===== src/rtl/instr_queue_pkg.sv =====
// Shared definitions for the fetch-to-execute instruction queue.
// Holds the default word width, the bubble word and the update op encoding.
package instr_queue_pkg;

  localparam int XLEN_DEF = 32;

  localparam logic [XLEN_DEF-1:0] BUBBLE = '0;

  typedef enum logic [2:0] {
    OP_IDLE,
    OP_PUSH,
    OP_POP,
    OP_BOTH,
    OP_FLUSH
  } iq_op_e;

endpackage


===== src/rtl/iq_storage.sv =====
// Entry storage for the instruction queue: one write port, one async read.
// Contents are never cleared; the pointers decide what is reachable.
module iq_storage #(
  parameter int XLEN  = 32,
  parameter int DEPTH = 4,
  localparam int AW   = $clog2(DEPTH)
) (
  input  logic              clk,
  input  logic              we,
  input  logic [AW-1:0]     waddr,
  input  logic [2*XLEN-1:0] wdata,
  input  logic [AW-1:0]     raddr,
  output logic [2*XLEN-1:0] rdata
);

  logic [2*XLEN-1:0] mem [DEPTH];

  // write the tail entry when the queue accepts an instruction
  always_ff @(posedge clk) begin
    if (we) mem[waddr] <= wdata;
  end

  assign rdata = mem[raddr];

endmodule


===== src/rtl/instr_queue.sv =====
// Instruction queue between fetch and execute.
// FIFO of {instr, pc} with flush, same-cycle push/pop and bubble output.
module instr_queue
  import instr_queue_pkg::*;
#(
  parameter int XLEN  = XLEN_DEF,
  parameter int DEPTH = 4
) (
  input  logic                   clk,
  input  logic                   rst,
  input  logic [XLEN-1:0]        instr,
  input  logic [XLEN-1:0]        pc_in,
  input  logic                   valid_in,
  output logic                   in_ready,
  input  logic                   flush,
  input  logic                   exe_ready,
  output logic                   instr_valid,
  output logic [XLEN-1:0]        instruction,
  output logic [XLEN-1:0]        pc_to_exe,
  output logic [$clog2(DEPTH):0] count
);

  localparam int AW = $clog2(DEPTH);
  localparam int CW = AW + 1;
  localparam logic [CW-1:0] FULL = CW'(DEPTH);

  logic [AW-1:0]     head;
  logic [AW-1:0]     tail;
  logic [CW-1:0]     cnt;
  logic              push;
  logic              pop;
  logic [2*XLEN-1:0] rd_data;
  iq_op_e            op;

  assign count       = cnt;
  assign instr_valid = (cnt != '0);
  // a full queue still accepts when the head drains this cycle
  assign in_ready    = ~rst & ((cnt < FULL) | exe_ready);
  assign push        = valid_in & in_ready & ~flush;
  assign pop         = instr_valid & exe_ready & ~flush;

  // classify this cycle's update; flush wins over everything
  always_comb begin
    op = OP_IDLE;
    if (flush)             op = OP_FLUSH;
    else if (push && pop)  op = OP_BOTH;
    else if (push)         op = OP_PUSH;
    else if (pop)          op = OP_POP;
  end

  // pointer and occupancy update
  always_ff @(posedge clk or posedge rst) begin
    if (rst) begin
      head <= '0;
      tail <= '0;
      cnt  <= '0;
    end else begin
      unique case (op)
        OP_FLUSH: begin
          head <= '0;
          tail <= '0;
          cnt  <= '0;
        end
        OP_PUSH: begin
          tail <= tail + 1'b1;
          cnt  <= cnt + 1'b1;
        end
        OP_POP: begin
          head <= head + 1'b1;
          cnt  <= cnt - 1'b1;
        end
        OP_BOTH: begin
          head <= head + 1'b1;
          tail <= tail + 1'b1;
        end
        default: ;
      endcase
    end
  end

  iq_storage #(
    .XLEN  (XLEN),
    .DEPTH (DEPTH)
  ) u_storage (
    .clk   (clk),
    .we    (push),
    .waddr (tail),
    .wdata ({instr, pc_in}),
    .raddr (head),
    .rdata (rd_data)
  );

  // head entry when valid, otherwise a bubble
  always_comb begin
    instruction = XLEN'(BUBBLE);
    pc_to_exe   = '0;
    if (instr_valid) begin
      instruction = rd_data[2*XLEN-1:XLEN];
      pc_to_exe   = rd_data[XLEN-1:0];
    end
  end

endmodule


===== config.mk =====
export PLATFORM = sky130hd
export DESIGN_NAME = instr_queue
export DESIGN_NICKNAME = d
export VERILOG_FILES = /design/src/rtl/instr_queue_pkg.sv /design/src/rtl/iq_storage.sv /design/src/rtl/instr_queue.sv
export SDC_FILE = /design/constraint.sdc
export NUM_CORES = 1
export LEC_CHECK = 0
export ABC_AREA = 1
export CAP_MARGIN = 20
export CELL_PAD_IN_SITES_DETAIL_PLACEMENT = 1
export CELL_PAD_IN_SITES_GLOBAL_PLACEMENT = 1
export CORE_ASPECT_RATIO = 1.75
export CORE_MARGIN = 5
export CORE_UTILIZATION = 46
export CTS_BUF_LIST = sky130_fd_sc_hd__clkbuf_2 sky130_fd_sc_hd__clkbuf_4 sky130_fd_sc_hd__clkbuf_8
export DETAILED_ROUTE_END_ITERATION = 10
export PLACE_DENSITY = 0.87
export SYNTH_ARGS = -nofsm -noshare
export SYNTH_HDL_FRONTEND = slang
export SYNTH_SLANG_ARGS = --single-unit

===== constraint.sdc =====
create_clock -name clk -period 5.8 [get_ports clk]
set_input_delay 1.16 -clock clk [delete_from_list [all_inputs] [get_ports clk]]
set_output_delay 1.16 -clock clk [all_outputs]
set_load 0.05 [all_outputs]

==> out/metrics.csv, run 1 <==
metric,value,unit
numCtsBuffers,37,
grt-ovfl-total,0,
cp_max_fo,50,
syn_avg_cell_area,12.6,µm²
max_cap_violations,0,
total_power,6.52,mW
fin_nets,1036,
layout.cells.non_filler,1286,
ys_seq_elements,263,
p_sw_frac,0.427,
cts_tree,yes,
vias_per_cell,5.41,
netlist_area,0.0103,mm²
reg2reg_depth,6,
start_util,0.467,
rrSetupSlack,3.16,ns
ir_worst_vdd,0.394,mV
multiInputGateArea,0.00219,mm²
crit_end,pc_to_exe[13],
htree_levels,2,
p_leak,4.33,nW
drtIter0Drc,439,
synth_nets,897,
placed_area,0.0120,mm²
rsz0062_at_grt,no,
combPwrFrac,0.439,
postCtsSetupBuffers,0,
yosys_warnings,0,
postRouteAntennaNets,0,
vias,6958,
hold_violations,0,
cts-resized-gates,0,
crit-reg2reg-capture,u_storage.mem[2][61]$_DFFE_PP_,
final-setup-viol-count,0,
seq_power_share,0.336,
drc_errors,0,
dp_hpwl,17600,µm
crit_type,reg -> out,
io_pins,138,
dieArea,0.0257,mm²
cts_root_buffer,clkbuf_8,
hold_buffers,0,
grt_pass1_vias,7906,
p_clk_frac,0.225,
dp.cells,1219,
fin_crit,4.45,ns
fillers,2277,
fin_skew,0.0261,ns
synth_seq_area_share,0.760,
status,"complete, no violations",
die-width,123,µm
clock-sinks,263,
clkLatencyLatePin,0.52,ns
relSlewSlack,0.293,
clockBufferDepth,3,
grt_pass1_wl,42500,µm
grt_usage,0.216,
synth_cells,823,
layout_common_cells,"260 x nor2_1, 256 x edfxtp_1, 137 x clkdlybuf4s50_1",
first_pass_iters,5,
drv_slew,0,
crit_path_end_kind,output port,
fin_area,0.0128,mm²
max_freq,225,MHz
finalSetupTns,0,ns
critPathLaunchType,flip-flop,
antenna_found_initial,4,
hold_class,reg -> reg,
coreArea,0.0222,mm²
final.period_utilization,0.767,
die_h,208,µm
final_common_cell,nor2_1,
wl_per_cell,21.4,µm
timing.rr.start,count[2]$_DFFE_PP0P_,
place_congestion,0.768,
port_buffers,137,
required,4.64,ns
cp.arrival,3.29,ns
rows,72,
seq_area,0.00787,mm²
p_int,3.74,mW
routed_wl,27500,µm
power.density,511,mW/mm²
p_sw,2.78,mW
crit_start,head[0]$_DFFE_PP0P_,
area_growth,23.4,%
tightest_slew,1.06,ns
grt_max_degree,71,
drive_gt1_frac,0.0820,
yosysUniqueCellTypes,20,
clk_pin_slew,0.06,ns
through the flow:
step                      setup slack, ns  utilization  hold WS (ns)
final                                1.35        0.576         0.586
after global routing                 1.20        0.576         0.613
after CTS                            1.30        0.576         0.593
after detailed placement             1.73        0.542         0.577
after global placement               1.84        0.542         0.530
after floorplan                     0.750            -         0.579
worst max-delay path: stages (launching register included):
cell             delay [ns]
dfrtp_4                0.70
buf_4                  0.55
nor2_1                 0.12
nor2_1                 0.10
o21ai_0                0.09
a21oi_1                0.28
clkdlybuf4s50_1        0.87
synthesized netlist by cell type:
library cell	instances	area [µm²]
inv_2	2	7.51
fa_1	1	20.0
edfxtp_1	256	7690
a21oi_1	65	325
xor2_1	1	8.76
o21ai_2	1	8.76
nor2_1	264	991
ha_1	4	50.1
xnor2_1	1	8.76
buf_1	10	37.5
o22ai_1	1	6.26
o21ai_1	8	40.0
nand2_1	16	60.1
nand3_1	6	30.0
buf_4	14	105
inv_1	19	71.3
clkbuf_1	17	63.8
o21ai_0	123	616
dfrtp_1	7	175
buf_2	7	35.0
power groups by stage:
stage	Sequential [mW]	Combinational [mW]	Clock [mW]
2_1_floorplan	2.22	1.89	0
3_3_place_gp	2.23	2.81	0
3_5_place_dp	2.23	2.88	0
4_1_cts	2.19	2.90	1.50
5_1_grt	2.20	3.01	1.59
6_report	2.19	2.86	1.47
cell type report:
cell class              instances  area share
inverters                      21     0.00627
flip-flops and latches        263       0.616
multi-input cells             491       0.172
diodes                          2    0.000392
clock inverters                12     0.00833
well taps                     296      0.0290
repair buffers                148       0.118
clock buffers                  53      0.0503
worst min-delay path by stage:
stage / start / endpoint / slack (ns) / depth (start not counted)
floorplan: tail[1]$_DFFE_PP0P_ / tail[1]$_DFFE_PP0P_ / 0.58 / 2
global placement: count[1]$_DFFE_PP0P_ / count[1]$_DFFE_PP0P_ / 0.53 / 2
detailed placement: count[1]$_DFFE_PP0P_ / count[1]$_DFFE_PP0P_ / 0.58 / 2
CTS: count[1]$_DFFE_PP0P_ / count[1]$_DFFE_PP0P_ / 0.59 / 2
global route: count[1]$_DFFE_PP0P_ / count[1]$_DFFE_PP0P_ / 0.61 / 2
finish: count[1]$_DFFE_PP0P_ / count[1]$_DFFE_PP0P_ / 0.59 / 2
sequential cells by signal, summed over array words and instances, names as in the netlist:
register and flops:
u_storage.mem 256, count 3, head 2, tail 2
metal layers:
metal / vias up / part of all wire / track usage / wire length (µm)
met5: - / 0.0012 / 0 / 34
met4: 4 / 0.033 / 0.0883 / 910
met3: 61 / 0.040 / 0.0361 / 1100
met2: 169 / 0.58 / 0.418 / 15900
met1: 3545 / 0.35 / 0.222 / 9600
li1: 3179 / - / - / -
kinds of logic (layout without fill, tap and decap cells):
kind of cell	count (synthesis)	in the layout	share of synthesized area
buf+inv	69	234	0.0310
fa+ha+maj	5	5	0.00677
other cells	0	2	0
simple gates	286	286	0.104
xor+xnor	2	2	0.00169
flops	263	263	0.760
compound gates	198	198	0.0963
Note: power is estimated with default switching activity, not from simulation.
==> run 2: changes to the inputs <==
==> constraint.sdc (replaced) <==
create_clock -name clk -period 4.7 [get_ports clk]
set_input_delay 0.94 -clock clk [delete_from_list [all_inputs] [get_ports clk]]
set_output_delay 0.94 -clock clk [all_outputs]
set_load 0.05 [all_outputs]
==> out/metrics.csv, run 2 (synthesis results as in run 1) <==
metric,value,unit,change
relSlewSlack,0.564,,+0.271
setup_slack,0.753,ns,-0.601 ns
postRouteAntennaNets,0,,unchanged
max_freq,253,MHz,
max_cap_violations,0,,unchanged
hold_buffers,0,,unchanged
seq_area,0.00787,mm²,unchanged
fin_crit,3.95,ns,
vias,6865,,-1.3%
dp_slack,1.15,ns,-0.573 ns
area_growth,23.4,%,about the same
grt_usage,0.214,,-0.00187
clk_pin_slew,0.06,ns,about the same
place_congestion,0.767,,-0.16%
crit_buf_inv,3,,+1
cts_tree,yes,,
crit_type,reg -> out,,
cp.arrival,3.01,ns,-0.28 ns
die-width,123,µm,unchanged
final-setup-viol-count,0,,unchanged
cp_max_fo,58,,+16%
layout_common_cells,"260 x nor2_1, 256 x edfxtp_1, 137 x clkdlybuf4s50_1",,
power.density,626,mW/mm²,+23%
slowest_stage,clkdlybuf4s50_1,,
dp_hpwl,16800,µm,-4.3%
drive_gt1_frac,0.0818,,-0.000166
clkLatencyLatePin,0.52,ns,about the same
hold_violations,0,,unchanged
io_pins,138,,unchanged
final.period_utilization,0.840,,
dieArea,0.0257,mm²,unchanged
finalSetupTns,0,ns,unchanged
grt_max_degree,130,,+83%
regMostFlops,u_storage.mem,,
tightest_slew,0.654,ns,-0.407 ns
wl_per_cell,21.0,µm,-1.7%
first_pass_iters,4,,-1
coreArea,0.0222,mm²,unchanged
clockBufferDepth,3,,unchanged
port_buffers,137,,unchanged
drc_errors,0,,unchanged
numCtsBuffers,38,,+2.7%
cts_root_buffer,clkbuf_8,,
clock-sinks,263,,unchanged
vias_per_cell,5.33,,-1.4%
grt-ovfl-total,0,,unchanged
p_leak,4.34,nW,+0.30%
cts-resized-gates,0,,unchanged
drtIter0Drc,408,,-7.1%
crit_family,buffers and inverters,,
final_common_cell,nor2_1,,
status,"complete, no violations",,
hold_class,reg -> reg,,
fin_skew,0.00715,ns,-0.0190 ns
largest_register_ffs,256,,unchanged
drv_slew,0,,unchanged
die_h,208,µm,unchanged
slowest_delay,0.87,ns,about the same
start_util,0.467,,unchanged
multiInputGateArea,0.00219,mm²,unchanged
fillers,2269,,-0.35%
grt_pass1_vias,7709,,-2.5%
critPathLaunchType,flip-flop,,
ir_worst_vdd,0.485,mV,+23%
antenna_found_initial,1,,-3
fin_nets,1040,,+0.39%
htree_levels,2,,unchanged
required,3.76,ns,-0.88 ns
routed_wl,27100,µm,-1.6%
rows,72,,unchanged
grt_pass1_wl,42300,µm,-0.57%
postCtsSetupBuffers,0,,unchanged
crit_path_end_kind,output port,,
cp_cell_sequence,clkinv_2 > buf_12 > o21ai_0 > a21oi_1 > clkdlybuf4s50_1,,
rsz0062_at_grt,no,,
## run 2: cell count changes in the layout (fill, tap and decap cells not counted)
cell,delta
clkbuf_8,+2
clkinv_2,-2
buf_4,+1
buf_12,+2
clkinvlp_4,-1
diode_2,-1
clkinv_1,+2
bufinv_16,-2
## run 2: final timing paths
path / start / endpoint / slack, ns / cells after the start
worst max register to register: count[2]$_DFFE_PP0P_ / u_storage.mem[2][42]$_DFFE_PP_ / 2.35 / 6
min in group asynchronous: rst / count[0]$_DFFE_PP0P_ / 0.67 / 2
worst max-delay path: head[0]$_DFFE_PP0P_ / pc_to_exe[2] / 0.75 / 5
max in group asynchronous: rst / head[0]$_DFFE_PP0P_ / 3.77 / 2
worst min-delay path: count[1]$_DFFE_PP0P_ / count[1]$_DFFE_PP0P_ / 0.54 / 2
worst min register to register: count[1]$_DFFE_PP0P_ / count[1]$_DFFE_PP0P_ / 0.54 / 2
## run 2: power by group
| part | total, mW | switching, mW | internal (mW) |
|---|---|---|---|
| clock network | 1.71 | 0.805 | 0.907 |
| logic | 3.61 | 2.58 | 1.03 |
| registers | 2.67 | 0.0319 | 2.64 |
| total | 7.99 | 3.42 | 4.57 |
## run 2: metrics by stage
stage	hold slack (ns)	instance area (µm²)	cells	utilization	total power, mW
after floorplan	0.579	10300	823	-	5.08
after global placement	0.509	12100	1222	0.544	6.28
after detailed placement	0.531	12100	1222	0.544	6.36
after CTS	0.543	12800	1286	0.576	8.09
after global routing	0.576	12800	1287	0.576	8.37
final	0.543	12800	1287	0.576	7.99
## run 2: area by class of cell
class                   count  share of cell area
flip-flops and latches    263               0.616
repair buffers            151               0.121
well taps                 296              0.0290
multi-input cells         491               0.172
clock buffers              55              0.0524
diodes                      1            0.000196
clock inverters             9             0.00284
inverters                  21             0.00627
## run 2: per-layer routing
layer / global-route usage / routed length (µm) / vias up / share of wire
met3: 0.0370 / 1180 / 45 / 0.044
li1: - / - / 3186 / -
met1: 0.236 / 9780 / 3487 / 0.36
met5: 0 / 0 / - / 0
met2: 0.400 / 15500 / 147 / 0.57
met4: 0.0815 / 639 / 0 / 0.024
## run 2: worst reg2reg max path, delay by kind of cell (launching register included)
family / cells / cell delay, ns
buffers and inverters: 2 / 0.78
DFF: 1 / 0.44
and+or+nand+nor: 4 / 0.75
==> run 3: changes to the inputs <==
--- a/config.mk
+++ b/config.mk
@@ -11,10 +11,10 @@
 export CELL_PAD_IN_SITES_GLOBAL_PLACEMENT = 1
 export CORE_ASPECT_RATIO = 1.75
 export CORE_MARGIN = 5
-export CORE_UTILIZATION = 46
+export CORE_UTILIZATION = 42
 export CTS_BUF_LIST = sky130_fd_sc_hd__clkbuf_2 sky130_fd_sc_hd__clkbuf_4 sky130_fd_sc_hd__clkbuf_8
 export DETAILED_ROUTE_END_ITERATION = 10
-export PLACE_DENSITY = 0.87
+export PLACE_DENSITY = 0.84
 export SYNTH_ARGS = -nofsm -noshare
 export SYNTH_HDL_FRONTEND = slang
 export SYNTH_SLANG_ARGS = --single-unit
==> constraint.sdc (replaced) <==
create_clock -name clk -period 3.5 [get_ports clk]
set_input_delay 0.7 -clock clk [delete_from_list [all_inputs] [get_ports clk]]
set_output_delay 0.7 -clock clk [all_outputs]
set_load 0.05 [all_outputs]
==> out/metrics.csv, run 3 (synthesis results as in run 1) <==
metric,value,unit,change
grt_usage,0.193,,-0.0218
p_leak,4.46,nW,+2.9%
hold_class,in -> async,,
final_common_cell,nor2_1,,
regMostFlops,u_storage.mem,,
seq_area,0.00787,mm²,unchanged
ir_worst_vdd,0.432,mV,-11%
relSlewSlack,0.549,,-0.0152
clockBufferDepth,3,,unchanged
rsz0062_at_grt,no,,
fin_nets,1046,,+0.58%
p_clk_frac,0.219,,+0.005
slowest_delay,0.59,ns,-0.28 ns
antenna_found_initial,1,,unchanged
p_sw_frac,0.443,,+0.0151
cp.arrival,2.48,ns,-0.53 ns
vias,6903,,+0.55%
max_freq,314,MHz,
coreArea,0.0244,mm²,+10%
die-width,129,µm,+4.3%
postRouteAntennaNets,0,,unchanged
crit_type,reg -> out,,
tightest_slew,0.676,ns,+0.0228 ns
dp.cells,1244,,+1.8%
layout.cells.non_filler,1314,,+2.1%
hold_violations,0,,unchanged
dp_hpwl,17000,µm,+1.4%
fin_skew,0.0185,ns,+0.0113 ns
clkLatencyLatePin,0.54,ns,+0.02 ns
largest_register_ffs,256,,unchanged
layout_common_cells,"260 x nor2_1, 256 x edfxtp_1, 123 x o21ai_0",,
area_growth,22.6,%,
status,"complete, no violations",,
required,2.80,ns,-0.96 ns
combPwrFrac,0.442,,-0.010
drc_errors,0,,unchanged
max_cap_violations,0,,unchanged
crit_path_end_kind,output port,,
place_congestion,0.751,,-2.0%
rows,76,,+5.6%
grt_max_degree,130,,unchanged
clock-sinks,263,,unchanged
vias_per_cell,5.25,,-1.5%
dieArea,0.0280,mm²,+8.9%
seq_power_share,0.339,,+0.005
final-setup-viol-count,0,,unchanged
slowest_stage,dfrtp_2,,
cts_tree,yes,,
cp_cell_sequence,inv_2 > buf_4 > nor2_1 > o21ai_1 > a21oi_1 > buf_4,,
start_util,0.423,,-0.0435
postCtsSetupBuffers,0,,unchanged
cp_max_fo,22,,-62%
power.density,834,mW/mm²,+33%
critPathLaunchType,flip-flop,,
cts_root_buffer,clkbuf_8,,
cpMostUsedCell,buf_4,,
p_sw,4.68,mW,+37%
hold_buffers,0,,unchanged
htree_levels,2,,unchanged
cts-resized-gates,0,,unchanged
wl_per_cell,20.6,µm,-1.8%
p_int,5.89,mW,+29%
numCtsBuffers,38,,unchanged
final.period_utilization,0.910,,
port_buffers,137,,unchanged
total_power,10.6,mW,+32%
die_h,218,µm,+4.4%
routed_wl,27100,µm,+0.27%
grt-ovfl-total,0,,unchanged
io_pins,138,,unchanged
fin_util,0.519,,-0.0573
fin_crit,3.18,ns,
multiInputGateArea,0.00219,mm²,unchanged
drv_slew,0,,unchanged
drtIter0Drc,501,,+23%
grt_pass1_wl,41700,µm,-1.4%
grt_pass1_vias,7685,,-0.31%
first_pass_iters,4,,unchanged
fillers,2524,,+11%
drive_gt1_frac,0.151,,+0.0690
clk_pin_slew,0.07,ns,about the same
==> run 3: cell count changes in the layout (fill, tap and decap cells not counted), moves of 4 or more <==
cell and delta:
buf_4 +70, clkbuf_4 -5, clkdlybuf4s50_1 -64, clkinv_1 +5, clkinv_2 +4
==> run 3: worst max-delay path: cells and delay by family (launching register included) <==
| kind | cells | cell delay [ns] |
|---|---|---|
| AND/OR/NAND/NOR | 1 | 0.13 |
| buffers and inverters | 3 | 0.86 |
| flip-flops | 1 | 0.59 |
| AO/OA/AOI/OAI | 2 | 0.36 |
==> run 3: metal layers <==
metal  wire, µm  track usage
met1       9740        0.213
met2      15100        0.354
met3       1230       0.0252
met4       1020       0.0978
met5          0            0
==> run 3: cell type report <==
class	count	area share
sequential	263	0.620
multi-input combinational	491	0.173
timing repair buffer	157	0.113
clock buffer	49	0.0487
tap	312	0.0308
clock inverter	20	0.00740
inverter	21	0.00631
antenna	1	0.000197
==> run 3: final timing paths <==
kind	startpoint	to	slack (ns)	depth (start not counted)
worst max-delay path	head[1]$_DFFE_PP0P_	instruction[11]	0.32	6
worst min-delay path	rst	head[1]$_DFFE_PP0P_	0.50	3
worst max register to register	count[1]$_DFFE_PP0P_	count[2]$_DFFE_PP0P_	1.34	12
worst min register to register	count[1]$_DFFE_PP0P_	count[1]$_DFFE_PP0P_	0.55	2
max in group asynchronous	rst	head[0]$_DFFE_PP0P_	2.85	3
min in group clk	count[1]$_DFFE_PP0P_	count[1]$_DFFE_PP0P_	0.55	2
==> run 3: power groups by stage <==
stage	Combinational, mW	Clock (mW)	Sequential [mW]
after floorplan	3.14	0	3.68
after global placement	4.63	0	3.65
after detailed placement	4.72	0	3.65
after CTS	4.74	2.38	3.59
after global routing	4.93	2.54	3.59
final	4.67	2.32	3.59
==> run 3: per-stage QoR <==
stage	setup slack, ns	hold slack (ns)	setup TNS, ns	instance area (µm²)
5_1_grt	0.166	0.499	0	12700
6_report	0.316	0.503	0	12700
4_1_cts	0.261	0.473	0	12700
3_3_place_gp	0.605	0.551	0	12000
2_1_floorplan	-0.0489	0.520	-12.52	10400
3_5_place_dp	0.609	0.543	0	12000
